$ cat src/rtl/dragster_spi_slave.sv
// dragster_spi_slave: SPI mode-0 register slave with a 15-entry R/W bank and a
// read-only device ID. All SPI pins are oversampled in the clk domain.
module dragster_spi_slave #(
  parameter logic [7:0] DEVICE_ID = 8'hD5
) (
  input  logic       clk,
  input  logic       reset,
  input  logic       spi_sclk,
  input  logic       spi_cs_n,
  input  logic       spi_mosi,
  output logic       spi_miso,
  output logic       spi_miso_oe,
  output logic       reg_wr_stb,
  output logic [3:0] reg_wr_addr,
  output logic [7:0] reg_wr_data,
  output logic       frame_err,
  output logic       busy
);

  typedef enum logic [1:0] {
    IDLE    = 2'd0,
    SHIFT   = 2'd1,
    WAIT_CS = 2'd2
  } state_t;

  state_t      r_state;
  state_t      w_stateNext;

  logic        r_sclkMeta;
  logic        r_sclkSync;
  logic        r_sclkPrev;
  logic        r_csMeta;
  logic        r_csSync;
  logic        r_csPrev;
  logic        r_mosiMeta;
  logic        r_mosiSync;

  logic [1:0]  r_warmCnt;
  logic        r_armed;

  logic [4:0]  r_bitCnt;
  logic [6:0]  r_rx;
  logic [7:0]  r_tx;
  logic        r_miso;
  logic        r_isWrite;
  logic [6:0]  r_addr;
  logic [7:0]  r_regs [0:14];

  logic        r_wrStb;
  logic [3:0]  r_wrAddr;
  logic [7:0]  r_wrData;
  logic        r_frameErr;

  logic        w_sclkRise;
  logic        w_sclkFall;
  logic        w_csFall;
  logic        w_csRise;
  logic [7:0]  w_rxNext;
  logic [7:0]  w_rdData;

  // Two-flop synchronizers plus a history flop for edge detection; reset to the idle bus levels
  always_ff @(posedge clk) begin
    if (reset) begin
      r_sclkMeta <= 1'b0;
      r_sclkSync <= 1'b0;
      r_sclkPrev <= 1'b0;
      r_csMeta   <= 1'b1;
      r_csSync   <= 1'b1;
      r_csPrev   <= 1'b1;
      r_mosiMeta <= 1'b0;
      r_mosiSync <= 1'b0;
    end else begin
      r_sclkMeta <= spi_sclk;
      r_sclkSync <= r_sclkMeta;
      r_sclkPrev <= r_sclkSync;
      r_csMeta   <= spi_cs_n;
      r_csSync   <= r_csMeta;
      r_csPrev   <= r_csSync;
      r_mosiMeta <= spi_mosi;
      r_mosiSync <= r_mosiMeta;
    end
  end

  assign w_sclkRise = r_sclkSync & ~r_sclkPrev;
  assign w_sclkFall = ~r_sclkSync & r_sclkPrev;
  assign w_csFall   = ~r_csSync & r_csPrev;
  assign w_csRise   = r_csSync & ~r_csPrev;
  assign w_rxNext   = {r_rx, r_mosiSync};

  // Arm frame start only once the synchronized cs_n has really been seen high after reset,
  // so a chip select that was already low when reset released cannot open a frame
  always_ff @(posedge clk) begin
    if (reset) begin
      r_warmCnt <= 2'd0;
      r_armed   <= 1'b0;
    end else begin
      if (r_warmCnt != 2'd3) begin
        r_warmCnt <= r_warmCnt + 2'd1;
      end
      if (r_warmCnt == 2'd3 && r_csSync) begin
        r_armed <= 1'b1;
      end
    end
  end

  // Read mux keyed by the address bits that complete on the 8th rising edge
  always_comb begin
    w_rdData = 8'h00;
    if (w_rxNext[6:0] == 7'h0F) begin
      w_rdData = DEVICE_ID;
    end else if (w_rxNext[6:0] < 7'h0F) begin
      w_rdData = r_regs[w_rxNext[3:0]];
    end
  end

  // FSM state register
  always_ff @(posedge clk) begin
    if (reset) begin
      r_state <= IDLE;
    end else begin
      r_state <= w_stateNext;
    end
  end

  // FSM next-state logic; a cs_n rise always wins over a coincident sclk edge
  always_comb begin
    w_stateNext = r_state;
    case (r_state)
      IDLE: begin
        if (w_csFall && r_armed) begin
          w_stateNext = SHIFT;
        end
      end
      SHIFT: begin
        if (w_csRise) begin
          w_stateNext = IDLE;
        end else if (w_sclkRise && r_bitCnt == 5'd15) begin
          w_stateNext = WAIT_CS;
        end
      end
      WAIT_CS: begin
        if (w_csRise) begin
          w_stateNext = IDLE;
        end
      end
      default: w_stateNext = IDLE;
    endcase
  end

  // Frame datapath: shifting, header decode, MISO shifting, register commit and error flag
  always_ff @(posedge clk) begin
    if (reset) begin
      r_bitCnt   <= 5'd0;
      r_rx       <= 7'd0;
      r_tx       <= 8'd0;
      r_miso     <= 1'b0;
      r_isWrite  <= 1'b0;
      r_addr     <= 7'd0;
      r_wrStb    <= 1'b0;
      r_wrAddr   <= 4'd0;
      r_wrData   <= 8'd0;
      r_frameErr <= 1'b0;
      for (int i = 0; i < 15; i++) begin
        r_regs[i] <= 8'h00;
      end
    end else begin
      r_wrStb    <= 1'b0;
      r_frameErr <= 1'b0;
      case (r_state)
        IDLE: begin
          if (w_csFall && r_armed) begin
            r_bitCnt  <= 5'd0;
            r_rx      <= 7'd0;
            r_tx      <= 8'd0;
            r_miso    <= 1'b0;
            r_isWrite <= 1'b0;
            r_addr    <= 7'd0;
          end
        end
        SHIFT: begin
          if (w_csRise) begin
            r_frameErr <= (r_bitCnt != 5'd16);
            r_miso     <= 1'b0;
          end else if (w_sclkRise) begin
            r_rx <= w_rxNext[6:0];
            if (r_bitCnt != 5'd17) begin
              r_bitCnt <= r_bitCnt + 5'd1;
            end
            if (r_bitCnt == 5'd7) begin
              r_isWrite <= w_rxNext[7];
              r_addr    <= w_rxNext[6:0];
              if (!w_rxNext[7]) begin
                r_tx <= w_rdData;
              end
            end
            if (r_bitCnt == 5'd15 && r_isWrite && r_addr < 7'h0F) begin
              r_regs[r_addr[3:0]] <= w_rxNext;
              r_wrStb             <= 1'b1;
              r_wrAddr            <= r_addr[3:0];
              r_wrData            <= w_rxNext;
            end
          end else if (w_sclkFall && r_bitCnt >= 5'd8 && r_bitCnt <= 5'd15) begin
            r_miso <= r_tx[7];
            r_tx   <= {r_tx[6:0], 1'b0};
          end
        end
        WAIT_CS: begin
          if (w_csRise) begin
            r_frameErr <= (r_bitCnt != 5'd16);
            r_miso     <= 1'b0;
          end else if (w_sclkRise && r_bitCnt != 5'd17) begin
            r_bitCnt <= r_bitCnt + 5'd1;
          end
        end
        default: begin
          r_miso <= 1'b0;
        end
      endcase
    end
  end

  // Output decode: MISO is driven only while the synchronized chip select is active
  always_comb begin
    busy        = (r_state != IDLE);
    spi_miso_oe = ~r_csSync;
    spi_miso    = r_miso & ~r_csSync;
    reg_wr_stb  = r_wrStb;
    reg_wr_addr = r_wrAddr;
    reg_wr_data = r_wrData;
    frame_err   = r_frameErr;
  end

endmodule

$ cat config.mk
export PLATFORM = sky130hd
export DESIGN_NAME = dragster_spi_slave
export DESIGN_NICKNAME = d
export VERILOG_FILES = /design/src/rtl/dragster_spi_slave.sv
export SDC_FILE = /design/constraint.sdc
export NUM_CORES = 1
export LEC_CHECK = 0
export BUFFER_PORTS_ARGS = -buffer_cell sky130_fd_sc_hd__buf_2
export CAP_MARGIN = 20
export CORE_UTILIZATION = 35
export DETAILED_ROUTE_END_ITERATION = 8
export MAX_ROUTING_LAYER = met4
export PLACE_DENSITY = 0.55
export SLEW_MARGIN = 20
export SYNTH_ARGS = -nofsm -noshare
export SYNTH_HDL_FRONTEND = slang
export SYNTH_SLANG_ARGS = --single-unit
$ cat constraint.sdc
create_clock -name clk -period 5.1 [get_ports clk]
set_input_delay 0.51 -clock clk [delete_from_list [all_inputs] [get_ports clk]]
set_output_delay 0.51 -clock clk [all_outputs]
set_load 0.03 [all_outputs]
# --- After elaboration in Yosys (flattened, before gate mapping) ---
# Memory sizes are Yosys's and may differ from the RTL's.
# Index checks and enable logic that the tools add are counted.
op_classes:
  magnitude_cmp: 4
  bitwise_logic: 11
  mux: 50
  n_reduce_logical: 22
  add_sub_neg: 2
  eq_ne: 23
op_table:
  columns: ["operator", "n"]
  rows:
  - ["$mux W8", 9]
  - ["$mux W7", 6]
  - ["$mux W5", 6]
  - ["$pmux W7 S2", 2]
  - ["$ne A2 B2 Y1 const B", 9]
  - ["$ne A3 B3 Y1 const B", 6]
  - ["$mux W1", 17]
  - ["$pmux W8 S2", 1]
  - ["$pmux W5 S3", 1]
  - ["$lt A7 B4 Y1 const B", 2]
  - ["$reduce_and A4 Y1", 3]
  - ["$ne A5 B5 Y1 const B", 2]
  - ["$logic_and A1 B1 Y1", 8]
  - ["$mux W2", 4]
  - ["$reduce_or A8 Y1", 1]
  - ["$eq A7 B4 Y1 const B", 1]
  - ["$reduce_and A7 Y1", 1]
  - ["$not A1 Y1", 6]
  - ["$pmux W2 S3", 1]
  - ["$reduce_and A6 Y1", 1]
  - ["$add A5 B1 Y5 const B", 1]
  - ["$and A1 B1 Y1", 5]
  - ["$eq A5 B3 Y1 const B", 1]
  - ["$eq A5 B4 Y1 const B", 1]
  - ["other kinds (15)", 17]
totals:
  ram_bits: 120
  n_memories: 1
  input_bits: 5
  reg_bits: 56
memory_table:
  columns: ["memory", "words", "width", "rd", "rd_ports_with_merged_regs", "wr", "line", "text"]
  rows:
  - ["r_regs", 15, 8, 1, 0, 15, "47", "logic [7:0] r_regs [0:14];"]

# --- Logic depth before layout (Yosys ltp) ---
logic_depth:
  ltp_word: 11
  ltp_mapped: 10
  depth_no_buf: 9

# --- Worst setup path after synthesis ---
# No wires, ideal clock.
synth_path:
  path_kind: "reg-to-reg"
  from: "register r_bitCnt[0]"
  to: "memory r_regs[0][0] (enable)"
  path_slack_ps: 2211
  path_buffers: 2
  path_stages_with_launch: 10
  period_less_slack_ps: 2889
  required_time_ps: 4716
  arrival_ps: 2505
  cell_sequence: "dfxtp_1 -> ha_1 -> and3_1 -> ha_1 -> and2_4 -> o2111ai_4 -> or3_1 -> buf_2 -> buf_6 -> o21ai_0"
synth_lines:
  columns: ["element", "line", "text"]
  rows:
  - ["start, declared", "41", "logic [4:0] r_bitCnt;"]
  - ["start signal, assigned", "187", "r_bitCnt <= r_bitCnt + 5'd1;"]
  - ["start signal, assigned", "212", "r_bitCnt <= r_bitCnt + 5'd1;"]
  - ["end, declared", "47", null]

==> impl_metrics.json <==
{
  "status": "finished, final reports clean",
  "root_buffer": "clkbuf_16",
  "die_h_um": 157,
  "hold_violations": 0,
  "vias": 5013,
  "h-tree-depth": 4,
  "syn2layout_area_growth_pct": 11.2,
  "cts-buffers-inserted": 17,
  "clkLatencyLatePin_ns": 0.43,
  "power_w": 0.00306,
  "synth_xor_area_share_pct": 0.105,
  "drv_slew": 0,
  "critPathCaptureType": "register",
  "hpwl_mm": 12.9,
  "synth_top_family_by_area": "simple AND/OR/NAND/NOR gates",
  "ant_nets": 0,
  "fin_crit_ns": 3.80,
  "pre_cts_slack_ns": 1.27,
  "drive_gt1_share_pct": 17.7,
  "use_met1_pct": 23.8,
  "grt_max_degree": 51,
  "port_buffers": 21,
  "nets": 672,
  "grt_pass1_wl_mm": 30.1,
  "path_clk_slew_ns": 0.06,
  "p_leak_nw": 3.43,
  "core_area_um2": 23500,
  "relSlewSlack_pct": 25.6,
  "synth_top_area_share_pct": 44.9,
  "grt.overflow.total": 0,
  "setup_tns_ns": 0,
  "fmax_mhz": 263,
  "synthCells": 646,
  "drcViolationCount": 0,
  "cts_tree": "done",
  "drv_cap": 0,
  "synthAdderAreaFrac_pct": 1.35,
  "critPathRequiredTime_ns": 5.15,
  "dieArea_um2": 24500,
  "top_usage_layer": "met2",
  "rrSetupSlack_ns": 1.30,
  "hp-class": "in2reg",
  "yosys_warnings": 0,
  "worstSetupPathType": "reg2reg",
  "avgSynthCellArea_um2": 12.9,
  "critPathLaunchType": "register",
  "die_w_um": 157,
  "gp_congestion": 0.799,
  "initial_core_util_pct": 35.6,
  "setup_viol": 0,
  "drt_pass1_iterations": 5,
  "crit_fanout": 19,
  "initialDrtViolationCount": 515,
  "peakVddDrop_v": 0.000169,
  "synth_compound_area_share_pct": 6.25,
  "seq_area_frac_synth_pct": 58.3,
  "synth_top_area_cell": "edfxtp_1",
  "totalWireLength_mm": 19.3,
  "synth-simple-area-share_pct": 17.0,
  "grtUsageTotal_pct": 17.2,
  "final_common_cell": "edfxtp_1",
  "vias_per_cell": 5.06,
  "cts.path.max_buffers": 2,
  "power_per_cell_area_nw_per_um2": 329,
  "netlist_top_cells_area": "edfxtp_1 45%, dfxtp_1 13%, and2_1 7.0%",
  "async_reset_ff_share_pct": 0,
  "finish.utilization_pct": 39.6,
  "synth.mux.area_fraction_pct": 13.1,
  "num_io_pins": 22,
  "skew_ns": 0.00820,
  "synth_seq_cells": 181,
  "holdBufCountCts": 0,
  "fin_ws_ns": 1.30,
  "numPlacedInstances": 958,
  "grt_pass1_vias": 4951,
  "antenna_found_initial": 0,
  "crit_arrival_ns": 3.85,
  "clock_sinks": 181,
  "fin_crit_sh_pct": 74.5,
  "wl_per_cell_um": 19.5,
  "rows": 56,
  "fin_cells": 990,
  "synthFlopType": "edfxtp_1",
  "ctsResizeCount": 0,
  "n_antenna_cell": 0,
  "grtUsageMet3_pct": 2.58,
  "tightest_slew_ns": 1.10,
  "synth_edf_count": 125,
  "synth_cell_types": 57,
  "synth_area_um2": 8360,
  "post_cts_buffers": 0,
  "rsz0062_at_grt": "false",
  "most-common-layout-cells": "125 x edfxtp_1, 93 x and2_1, 59 x nor2_1",
  "gr-usage-met2_pct": 26.2
}
## cells in the mapped netlist (all sizes together) (2+ instances only)
| cell type | number |
|---|---|
| or3 | 3 |
| o31ai | 2 |
| inv | 14 |
| o21ai | 27 |
| dfxtp | 56 |
| nor2 | 71 |
| or2 | 4 |
| a211oi | 6 |
| a221o | 2 |
| mux4 | 32 |
| nand3 | 4 |
| a21oi | 15 |
| edfxtp | 125 |
| buf | 20 |
| a32oi | 2 |
| clkbuf | 27 |
| ha | 9 |
| and3 | 2 |
| mux2i | 28 |
| and2 | 94 |
| nand3b | 3 |
| nand2b | 3 |
| o2111ai | 2 |
| a22oi | 3 |
| o211ai | 4 |
| nor3 | 34 |
| nand2 | 18 |
| a22o | 3 |
| mux2 | 4 |
| nor2b | 7 |
| a21o | 8 |
| or3b | 2 |
| nor3b | 2 |
## path summary, 6_finish.rpt
kind / cells past startpoint / end / startpoint
worst max-delay path: 7 / r_regs[1][7]$_SDFFCE_PN0P_ / r_state[1]$_SDFFE_PP0P_
worst min-delay path: 2 / r_csMeta$_SDFF_PP1_ / spi_cs_n
worst max register to register: 7 / r_regs[1][7]$_SDFFCE_PN0P_ / r_state[1]$_SDFFE_PP0P_
worst min register to register: 1 / r_csSync$_SDFF_PP1_ / r_csMeta$_SDFF_PP1_
## metrics by stage
step                hold WS, ns  instance area (um2)
finish                    0.264                 9300
global route              0.247                 9300
CTS                       0.248                 9300
detailed placement        0.416                 8730
global placement          0.407                 8730
floorplan                 0.389                 8380
## state kept, by name, summed over array words and instances (netlist names), 2 cells and up
signal and cells:
r_state 2, r_rx 7, r_regs 125, r_warmCnt 2, r_addr 7, reg_wr_data 8, r_bitCnt 5, r_tx 8
reg_wr_addr 4
## final cells by class
cell class / count / area, um2
Clock buffer: 19 / 433
Clock inverter: 13 / 134
Fill cell: 2208 / 14200
Inverter: 15 / 56.3
Multi-Input combinational cell: 407 / 3180
Sequential cell: 181 / 4880
Tap cell: 319 / 399
Timing Repair Buffer: 36 / 218
## kinds of logic after synthesis
logic type,count (synthesis)
AO/OA/AOI/OAI,78
multiplexers,64
AND/OR/NAND/NOR,250
adder cells (fa/ha/maj),9
buffers and inverters,62
other,1
XOR/XNOR,1
flip-flops,181
## layer usage
| metal | vias to the layer above | part of all wire [%] |
|---|---|---|
| li1 | 2367 | - |
| met1 | 2513 | 48 |
| met2 | 114 | 47 |
| met3 | 19 | 4.0 |
| met4 | 0 | 1.3 |
| met5 | - | 0 |
## worst max-delay path, stage by stage (launching register included)
cell and delay [ns]:
dfxtp_1 0.34, inv_1 0.09, ha_1 0.39, inv_1 0.15
nor2_1 0.24, o2111ai_4 0.42, or3b_1 0.80, o21ai_0 0.98
## power breakdown
group	internal, W	leakage (nW)	switching [W]
logic	0.0000546	1.42	0.0000971
registers	0.00161	1.74	0.0000219
clock network	0.000719	0.268	0.000558
total	0.00238	3.43	0.000677
Note: power is estimated with default switching activity, not from simulation.
